==> config.mk <==
export PLATFORM = sky130hd
export DESIGN_NAME = lm_sm_sequencer
export DESIGN_NICKNAME = d
export VERILOG_FILES = /design/src/rtl/lm_sm_sequencer.sv
export SDC_FILE = /design/constraint.sdc
export NUM_CORES = 1
export LEC_CHECK = 0
export ABC_AREA = 1
export CORE_MARGIN = 3
export CORE_UTILIZATION = 50
export CTS_BUF_LIST = sky130_fd_sc_hd__clkbuf_4
export DETAILED_ROUTE_END_ITERATION = 16
export PLACE_DENSITY = 0.88
export SYNTH_ARGS = -nofsm -noshare
export SYNTH_HDL_FRONTEND = slang
export SYNTH_SLANG_ARGS = --single-unit
==> constraint.sdc <==
create_clock -name clk -period 3.1 [get_ports clk]
set_clock_uncertainty 0.2 [all_clocks]
set_input_delay 0.62 -clock clk [delete_from_list [all_inputs] [get_ports clk]]
set_output_delay 0.62 -clock clk [all_outputs]
set_load 0.03 [all_outputs]
==> src/rtl/lm_sm_sequencer.sv <==
// lm_sm_sequencer: expands LM/SM register lists into one load/store micro-op per cycle.
// Define LMSM_ZERO_TRAP_EN to flag zero-list LM/SM on zero_list_err.
module lm_sm_sequencer #(
   parameter logic [3:0] OPC_LM = 4'b0110,
   parameter logic [3:0] OPC_SM = 4'b0111,
   parameter int         MASK_W = 8
) (
   input  logic        clk,
   input  logic        reset,
   input  logic [15:0] instr_in,
   input  logic        valid_in,
   input  logic        stall_id,
   input  logic        flush,
   output logic        M_inst,
   output logic        busy,
   output logic        uop_valid,
   output logic        uop_is_load,
   output logic [2:0]  uop_ra,
   output logic [2:0]  uop_reg,
   output logic [2:0]  uop_offset,
   output logic        uop_last,
   output logic        zero_list_err
);
   typedef enum logic {IDLE, RUN} state_t;
   state_t            state, state_n;
   logic [MASK_W-1:0] mask, mask_r, mask_n;
   logic [2:0]        ra_r, ra_n, cnt, cnt_n, low;
   logic              ld_r, ld_n, is_multi, accept, last, run, unused_b8;
   assign unused_b8 = instr_in[8];
   assign mask      = instr_in[MASK_W-1:0];
   assign is_multi  = (instr_in[15:12] == OPC_LM) || (instr_in[15:12] == OPC_SM);
   assign run       = (state == RUN);
   assign accept    = !run && valid_in && is_multi && |mask && !stall_id && !flush;
   // exactly one bit left: clearing the lowest set bit empties the list
   assign last      = |mask_r && ~|(mask_r & (mask_r - MASK_W'(1)));
   always_ff @(posedge clk) begin
      if (reset) begin
         state  <= IDLE;
         mask_r <= '0;
         ra_r   <= '0;
         ld_r   <= 1'b0;
         cnt    <= '0;
      end else begin
         state  <= state_n;
         mask_r <= mask_n;
         ra_r   <= ra_n;
         ld_r   <= ld_n;
         cnt    <= cnt_n;
      end
   end
   always_comb begin
      state_n = state;
      mask_n  = mask_r;
      ra_n    = ra_r;
      ld_n    = ld_r;
      cnt_n   = cnt;
      if (accept) begin
         state_n = RUN;
         mask_n  = mask;
         ra_n    = instr_in[11:9];
         ld_n    = (instr_in[15:12] == OPC_LM);
         cnt_n   = '0;
      end else if (run && flush) begin
         state_n = IDLE;
         mask_n  = '0;
         cnt_n   = '0;
      end else if (run && !stall_id) begin
         state_n = last ? IDLE : RUN;
         mask_n  = mask_r & (mask_r - MASK_W'(1));
         cnt_n   = last ? 3'd0 : cnt + 3'd1;
      end
   end
   always_comb begin
      low = '0;
      for (int i = MASK_W - 1; i >= 0; i--)
         if (mask_r[i]) low = 3'(i);
      busy        = run;
      uop_valid   = run && !flush;
      uop_last    = run && !flush && last;
      uop_is_load = run && ld_r;
      uop_ra      = run ? ra_r : 3'd0;
      uop_reg     = run ? low : 3'd0;
      uop_offset  = run ? cnt : 3'd0;
      M_inst      = run ? (!flush && !(last && !stall_id)) : (valid_in && is_multi && |mask && !flush);
   end
`ifdef LMSM_ZERO_TRAP_EN
   always_ff @(posedge clk)
      zero_list_err <= !reset && !run && valid_in && is_multi && ~|mask && !stall_id && !flush;
`else
   assign zero_list_err = 1'b0;
`endif
endmodule

* After elaboration in Yosys (flattened, before gate mapping) *
Cells that the tools add are included.

cells by class
  $add $sub $neg = 2
  equal/unequal tests = 2
  mux-type cells = 20
  bitwise operators = 1
  reduce and logical (&&, ||, !) cells = 27

operators with widths
  cell                                                  count
  2-to-1 mux 3 bit                                      12
  2-to-1 mux 8 bit                                      3
  OR reduction 8 bit                                    3
  logical AND 1 bit                                     16
  AND 8 bit                                             1
  equality test 4 x 3 -> 1 bit (second input constant)  2
  subtractor 8 x 1 -> 8 bit (second input constant)     1
  logical NOT 1 bit                                     5
  2-to-1 mux 1 bit                                      5
  adder 3 x 1 -> 3 bit (second input constant)          1
  nonzero test 3 bit                                    1
  OR reduction 3 bit                                    1
  logical OR 1 bit                                      1

word-level totals
  output and inout bits = 15
  logic and storage cells = 57
  flip-flop bits (word level) = 16
  input port bits = 21

* Logic depth before layout (Yosys ltp) *
Gate-level depths: netlist of run 1.

  word-level depth = 9
  gate-level depth with buffers = 9

* Worst setup path before layout of run 1 *
Ideal clock, no wire load.

  path kind = register -> output
  start point = reg mask_r[0]
  end point = out uop_last
  required time = 2.280 ns
  data arrival time = 1.606 ns
  path slack = 0.674 ns
  cell stages (with the launch flop) = 8
  buffers on the path = 0
  cells stage by stage = dfxtp_1 > nor2_2 > nand2_1 > nor2_1 > nor2_1 > nor2_1 > nand3_1 > nor3_1

on the way
  cells in the longest elaborated chain, start to end = 6

ends and longest elaborated chain
  item                       line  RTL
  start, declared            26    logic [MASK_W-1:0] mask, mask_r, mask_n;
  start signal, assigned     45    mask_r <= mask_n;
  subtractor 8 x 1 -> 8 bit  35    assign last = |mask_r && ~|(mask_r & (mask_r - MASK_W'(1)));
  AND 8 bit                  35
  OR reduction 8 bit         35
  logical NOT 1 bit          35
  logical AND 1 bit (*)      35
  logical AND 1 bit (*)      79    uop_last = run && !flush && last;
  end, declared              21    output logic uop_last,

Every way passes the cells marked *; elsewhere a longest branch is shown, timed or not.

* Worst setup path in the final report of run 1 *
  start point = in flush
  end point = out uop_valid

on the way
  cells in the longest elaborated chain, start to end = 2

ends and longest elaborated chain
  item               line  RTL
  start, declared    13    input logic flush,
  logical NOT 1 bit  78    uop_valid = run && !flush;
  logical AND 1 bit  78
  end, declared      16    output logic uop_valid,

Every way passes these cells.

==> impl_metrics.yaml, run 1 <==
die:
  io_pins: 36
  die_w_um: 54.1
  rows: 16
  die-area_sq_mm: 0.00293
  die_h_um: 54.1
  initial_core_util_pct: 55.5
  core-area_sq_mm: 0.00208
global_route:
  grt_pass1_vias: 1181
  antenna_found_initial: 0
  grt_pass1_wl_um: 4790
  grt_max_degree: 19
  gr-total-overflow: 0
  track_usage_pct: 22.3
yosys:
  synth_area_sq_mm: 0.00116
  netlist_instances: 184
  synth_seq_cells: 16
  synthTopCellsByArea: "dfxtp_1 28%, inv_1 12%, nand2_1 11%"
  ys.warnings.count: 0
  ys_types: 30
  yosysTopAreaCellShare_pct: 27.7
  synth_area_leader_cell: "dfxtp_1"
  synth_area_per_cell_sq_um: 6.28
  syn_nets: 206
  synth-seq-area-share_pct: 27.7
placed_design:
  dp_slack_ps: 237
  hpwl_um: 2420
  post-place-cells: 242
  place_area_sq_mm: 0.00150
  place_congestion: 0.926
  io_buffer_count: 33
layout:
  fin_cells: 245
  post-route-util_pct: 73.1
  area_growth_pct: 31.7
  fillCellCount: 188
  drive_above_1_share_pct: 9.63
  nNetsFinal: 242
  antenna_cells: 0
  stdcell_area_sq_mm: 0.00152
timing:
  tns_ps: 0
  slew_viol_final: 0
  final_hold_viol_count: 0
  setup_violations: 0
  final.setup.worst_slack_ps: 249
  rsz0062_at_grt: "no"
  period_needed_ps: 2850
  finalCritPeriodShare_pct: 92.0
  fmax_ghz: 0.351
clock_tree:
  cts.hold.buffers_added: 0
  cts_tree: "built"
  cts.sinks: 16
  h-tree-depth: 1
  clk_pin_slew_worst_paths_ps: 90
  cts_made_buffers: 3
  post-cts-setup-buffers: 0
  clock_latency_ps: 290
  cts.path.max_buffers: 2
  cts_root_buf: "clkbuf_4"
  cts-resized-gates: 0
detailed_routing:
  drt_iter0_drc: 43
  drc: 0
  routedWlPerCell_um: 12.1
  antenna_left: 0
  vias: 1310
  via_per_inst: 5.35
  first_pass_iters: 4
  wirelength_um: 2960
critical_path:
  cp.required_ps: 2280
  crit_fanout: 5
  r2r_start: "busy"
  crit_type: "in -> out"
  worst_setup_path_start_kind: "primary input"
  end_kind: "primary output"
  setup.worst_path.start: "flush"
  arrival_ps: 2030
power:
  leakagePower_nw: 0.793
  max-vdd-ir-drop_mv: 0.221
  p_per_area_mw_per_mm2: 263
min_path:
  hp-class: "reg -> reg"
  min_from: "ld_r"
flow_run:
  cap_viol_max_count: 0
status:
  status: "finished, final reports clean"
through the flow:
step                      hold WS (ps)  power [mW]
final                              249       0.400
after global routing               269       0.420
after CTS                          253       0.403
after detailed placement           238       0.291
after global placement             233       0.289
after floorplan                    221       0.256
state kept, by name (all words and copies together) (netlist names):
| register | flops |
|---|---|
| busy | 1 |
| mask_r | 8 |
| cnt | 3 |
| ra_r | 3 |
| ld_r | 1 |
power by group:
part           leakage [nW]  switching [mW]  internal, mW
clock network        0.0138          0.0675        0.0452
registers             0.129         0.00357         0.209
logic                 0.650          0.0388        0.0362
worst max-delay path, cell delays in order:
cell and delay (ps):
clkdlybuf4s50_1 510, nor2_1 200, clkdlybuf4s50_1 700
layout by cell type, fill, tap and decap left out, drive strengths merged:
master,instances
inv,38
nand2,35
o211ai,1
dfxtp,16
conb,1
dlymetal6s2s,1
nor2,34
nand3,5
buf,3
ha,1
clkdlybuf4s50,31
a31oi,1
a21oi,11
clkbuf,3
o21ai,17
xnor2,2
nand4,10
nor3,7
mux2i,1
cells by family (layout without fill, tap and decap cells):
kind of cell               Yosys count  after routing  synth area share [%]
xor gates and xnor gates             2              2                  1.52
AOI/OAI and AO/OA                   30             30                  14.0
buffers and inverters               42             76                  15.4
other                                1              1                 0.324
DFF                                 16             16                  27.7
and+or+nand+nor                     91             91                  39.2
adders and majority gates            1              1                  1.08
muxes                                1              1                 0.866
cells in the mapped netlist:
master / number
a21oi_2: 1
nor2_1: 30
nand3_4: 1
nor2_2: 3
clkbuf_2: 1
o211ai_1: 1
nor2_4: 1
buf_6: 2
nand2_2: 1
nand4_1: 9
inv_2: 2
nand2_4: 1
nor3_1: 5
xnor2_1: 2
o21ai_2: 1
o21ai_0: 12
ha_1: 1
nand2_1: 33
nand3_2: 1
nand3_1: 3
dfxtp_1: 16
buf_4: 1
inv_1: 36
o21ai_1: 4
a21oi_1: 10
mux2i_1: 1
nor3_4: 2
nand4_2: 1
a31oi_1: 1
conb_1: 1
worst paths after layout:
path,end,slack (ps),depth (start not counted)
setup / recovery,uop_valid,250,3
hold / removal,ld_r,250,2
setup reg to reg,mask_r[3],1180,8
hold reg to reg,ld_r,250,2
metal layers:
metal | wire (um) | GRT usage, %
met5 | 0 | 0
met4 | 65 | 10.4
met3 | 190 | 4.71
met2 | 1510 | 38.1
met1 | 1200 | 26.5
final cells by class:
cell class | instances | area, sq um | share of cell area (%)
Tap cell | 27 | 33.8 | 2.22
Timing Repair Buffer | 35 | 345 | 22.7
Sequential cell | 16 | 320 | 21.0
Clock buffer | 3 | 22.5 | 1.48
Multi-Input combinational cell | 126 | 658 | 43.2
Inverter | 38 | 143 | 9.37
Note: power is estimated with default switching activity, not from simulation.
==> run 2, diff against run 1 <==
- CORE_UTILIZATION: 50 -> 48
- HOLD_SLACK_MARGIN: unset -> 0.1
- clock period: 3.1 -> 2.7 ns (I/O delays scaled with it)
==> run 2 against run 1 <==
Net effect: combinational power is 16% higher; first-iteration DRC count shrank 56%; design area grew 1.8%; core utilization fell by 4.4 points; final cell count is 2.0% higher; sequential cell count unchanged; count of clock-buffer cells in the layout unchanged; register-to-register slack got worse by 290 ps; non-clock buffer count is 3 higher; via count shrank 4.7%; hold slack about the same; setup slack worse by 97 ps; largest cell class unchanged.
==> impl_metrics.yaml, run 2 (synthesis results as in run 1) <==
critical_path:
  worst_setup_path_start_kind: "flop"
  critPathSlowestCell: "dfxtp_1"
  arrival_ps: 1810
  cpPeakStageDelay_ps: 360
  cp.required_ps: 1960
  crit_fanout: 5
  cp_num_buf_inv: 1
  crit_top_cell: "nand2_1"
  crit_type: "reg -> out"
  crit_family: "simple AND/OR/NAND/NOR gates"
  ff2ff_setup_slack_ps: 890
  end_kind: "primary output"
  worstPathCellList: "nor2_2 -> nand2_1 -> nand2_1 -> nand2_1 -> nor2_1 -> nand3_1 -> nor3_1 -> buf_4"
placed_design:
  post-place-cells: 246
  hpwl_um: 2050
  place_area_sq_mm: 0.00152
  place_congestion: 0.897
  io_buffer_count: 33
layout:
  stdcell_area_sq_mm: 0.00155
  drive_above_1_share_pct: 11.3
  area_growth_pct: 34.1
  final_common_cell: "inv_1"
  largestRegisters: "mask_r (8), cnt (3), ra_r (3)"
  largest_register: "mask_r"
  largest_reg_flops: 8
  antenna_cells: 0
  nNetsFinal: 245
  final_cell_mix: "36 x inv_1, 33 x nand2_1, 30 x nor2_1"
  fin_cells: 250
timing:
  finalCritPeriodShare_pct: 94.4
  fin_hold_ws_ps: 250
  fmax_ghz: 0.392
  final_hold_viol_count: 0
  tns_ps: 0
  setup_violations: 0
  rsz0062_at_grt: "no"
  period_needed_ps: 2550
  slew_viol_final: 0
power:
  p_per_area_mw_per_mm2: 298
  p_clk_share_pct: 28.5
  p_seq_share_pct: 52.7
  pwr-share-comb_pct: 18.8
  internal-power_mw: 0.336
  p_sw_mw: 0.126
  leakagePower_nw: 0.829
  max-vdd-ir-drop_mv: 0.209
  switching_share_pct: 27.2
die:
  die_w_um: 55.1
  rows: 17
  die-area_sq_mm: 0.00303
  initial_core_util_pct: 51.3
  die_h_um: 55.1
  core-area_sq_mm: 0.00225
  io_pins: 36
clock_tree:
  cts_root_buf: "clkbuf_4"
  post-cts-setup-buffers: 0
  clock_latency_ps: 290
  cts.path.max_buffers: 2
  cts.hold.buffers_added: 0
  cts_made_buffers: 3
  cts.sinks: 16
  h-tree-depth: 1
  cts_tree: "built"
  clk_pin_slew_worst_paths_ps: 100
min_path:
  hp-class: "reg -> reg"
detailed_routing:
  antenna_left: 0
  drt_iter0_drc: 19
  vias: 1249
  first_pass_iters: 5
  wirelength_um: 2600
  routedWlPerCell_um: 10.4
  via_per_inst: 5.00
  drc: 0
global_route:
  grt_pass1_vias: 1088
  grt_pass1_wl_um: 4430
  track_usage_pct: 19.6
  antenna_found_initial: 0
  grt_max_degree: 19
  gr-total-overflow: 0
status:
  status: "finished, final reports clean"
flow_run:
  cap_viol_max_count: 0
==> run 2: changes by cell type in the layout (fill, tap and decap cells not counted) <==
cell / before / now
clkinv_1: 0 / 1
buf_4: 3 / 7
dlymetal6s2s_1: 1 / 2
clkdlybuf4s50_1: 31 / 29
==> run 2: tightest hold or removal path: stages (launching register included) <==
cell	delay, ps
dfxtp_1	320
inv_1	50
a21oi_1	50
==> run 2: power by group through the flow <==
stage / combinational, mW / clock [mW] / sequential, mW
2_1_floorplan: 0.0457 / 0 / 0.248
3_3_place_gp: 0.0859 / 0 / 0.249
3_5_place_dp: 0.0867 / 0 / 0.249
4_1_cts: 0.0871 / 0.133 / 0.243
5_1_grt: 0.0969 / 0.145 / 0.244
6_report: 0.0869 / 0.132 / 0.243
==> run 2: per-layer routing <==
metal,wire length [um],track usage [%],up-vias,part of all wire [%]
li1,-,-,656,-
met1,1220,26.3,559,47
met2,1250,32.7,29,48
met3,90,1.88,5,3.5
met4,38,6.48,0,1.5
met5,0,0,-,0
==> run 2: layout make-up <==
cell class                 count  area [sq um]
clock buffer                   3          22.5
clock inverter                 1          3.75
fill                         195           704
inverter                      38           143
multi-input combinational    126           658
sequential                    16           320
tap                           28          35.0
timing repair buffer          38           368
==> run 2: timing repair <==
action / CTS / global route
resized for setup: 0 / 2
endpoints found under the setup margin: 0 / 2
endpoints found under the hold margin: 0 / 0
==> run 2: final timing paths <==
| kind | depth (start not counted) | endpoint | startpoint |
|---|---|---|---|
| min reg2reg | 2 | ld_r | ld_r |
| max | 8 | uop_last | mask_r[0] |
| min | 2 | ld_r | ld_r |
| max reg2reg | 7 | cnt[2] | busy |
==> run 2: stage by stage <==
step           setup slack, ps  power, mW  utilization [%]
2_1_floorplan              354      0.294                -
6_report                   152      0.462             68.8
3_3_place_gp               177      0.334             67.4
4_1_cts                   84.4      0.463             68.5
5_1_grt                   39.9      0.486             68.8
3_5_place_dp               183      0.335             67.4
==> patch: new RTL, settings of run 2 <==
Build with the macro `LMSM_ZERO_TRAP_EN` defined.
--- a/src/rtl/lm_sm_sequencer.sv
+++ b/src/rtl/lm_sm_sequencer.sv
@@ -2,2 +2,4 @@
 // Define LMSM_ZERO_TRAP_EN to flag zero-list LM/SM on zero_list_err.
+`define LMSM_ZERO_TRAP_EN
+
 module lm_sm_sequencer #(
Function: changed (Yosys sat finds a counterexample within 4 cycles, from zero or initial values and one cycle with reset high).
==> patch against run 2 <==
  * Sequential cell count up 1
  * Final area up 2.1%
  * Register-to-register slack better by 0.11 ns
  * Wire length up 7.8%
  * Final cell count up 6.0%
  * Worst setup slack worse by 0.042 ns
  * Area after synthesis up 2.3%
  * Critical path type is now in2out
  * Critical path depth down 5
  * Power up 4.4%
==> patch: results (changes against run 2) <==
| Metric | Value |
|---|---|
| Combined global-route utilization of all metal layers | 19.1% (-0.48 points) |
| Share of the yosys chip area belonging to registers | 28.8% (+1.1 points) |
| Post-route worst hold slack | 0.291 ns (+0.0418 ns) |
| Final Non-Filler Cells | 265 (+6.0%) |
| Number of search-and-repair iterations in the first detailed-routing pass | 4 (-1) |
| Critical Path Max Stage Delay | 0.70 ns (+0.34 ns) |
| Synth Warn # | 0 (unchanged) |
| CP delay by family, top | buffers and inverters |
| Fraction of registers with async set or reset after synthesis | 0% (unchanged) |
| Area used by multi-input combinational logic | 677 um^2 (+2.9%) |
| Post-route cell area | 1580 um^2 (+2.1%) |
| Number of clock-tree buffers in the layout | 4 (+1) |
| Largest cells by area after synthesis | sky130_fd_sc_hd__dfxtp_1 (29%), sky130_fd_sc_hd__nand2_1 (17%), sky130_fd_sc_hd__nor2_1 (12%) |
| Combinational Power Share | 16.6% (-2.2 points) |
| Drt first-iter violations | 44 (+25) |
| Synth top cells by count | sky130_fd_sc_hd__nand2_1 (53), sky130_fd_sc_hd__nor2_1 (39), sky130_fd_sc_hd__inv_1 (30) |
| Placed instance area | 1550 um^2 (+1.9%) |
| Worst voltage drop across the vdd grid | 0.000227 V (+8.3%) |
| Status | finished clean |
| Detailed placer's ending HPWL | 2230 um (+8.4%) |
| Unique masters post-synth | 26 (-13%) |
| PortBufs | 34 (+3.0%) |
| Internal power summed over all cells | 0.000362 W (+7.6%) |
| Sequential cell power | 0.000257 W (+6%) |
| Fraction of final layout cells sized beyond drive strength 1 | 8.86% (-2.4 points) |
| Slack of the worst reg-to-reg path | 1.00 ns (+0.11 ns) |
| Summed instance area of the synthesized netlist | 1180 um^2 (+2.3%) |
| Worst hold path class | reg2reg |
| Reported net switching power | 0.000120 W (-4.3%) |
| Mean area per synthesized cell | 5.94 um^2 (-5.4%) |
| Setup WS pre-CTS | 0.102 ns (-0.0810 ns) |
| Slowest cell on the critical path | sky130_fd_sc_hd__clkdlybuf4s50_1 |
| Inverters excl. clock | 34 (-11%) |
| Clock-cell share | 1.90% (+0.20 points) |
| Dpl cells | 261 (+6.1%) |
| Weighted congestion at the end of routability-driven global placement | 0.941 (+4.9%) |
| Count of multi-input gates | 144 (+14%) |
| Area taken by flip-flops and latches | 340 um^2 (+6.2%) |
| Worst endpoint data arrival time | 1.85 ns (+0.04 ns) |
| First-pass GRT wire length | 4840 um (+9.3%) |
| Largest net degree at the start of global routing | 17 (-2) |
| Synthesis-stage register bit count | 17 (+1) |
| Critical Path Fanout Max | 3 (-2) |
| Synthesized net count | 221 (+7.3%) |
| Min cycle time layout | 2.59 ns (+0.0418 ns) |
| Portion of the layout cell area used by non-clock buffers | 23.4% (-0.33 points) |
| Number of vias per cell after detailed routing | 5.04 (+0.84%) |
[patch: cell types whose count changed in the layout (fill, tap and decap cells not counted), sizes merged, moves of 3 or more]
cell / delta
inv: -5
nor3: -4
nand2: +19
nand3: +8
o21ai: -7
nor2: +10
a21oi: -5
nand4: -3
[patch: path summary, 6_finish.rpt]
kind | startpoint | endpoint | cells after the start
max | flush | uop_valid | 3
min | ld_r | ld_r | 2
max reg2reg | busy | mask_r[6] | 7
min reg2reg | ld_r | ld_r | 2
[patch: cell families after synthesis]
group	share of synthesized area, %
buffers and inverters	14.0
and+or+nand+nor	45.9
AOI/OAI and AO/OA	7.94
muxes	0.847
xor gates and xnor gates	1.48
DFF	28.8
adders and majority gates	1.06
[patch: routing by layer]
metal | up-vias | track usage, % | routed length, um
met1 | 587 | 24.4 | 1230
met3 | 8 | 5.10 | 184
li1 | 695 | - | -
met5 | - | 0 | 0
met2 | 45 | 31.4 | 1340
met4 | 0 | 5.56 | 53
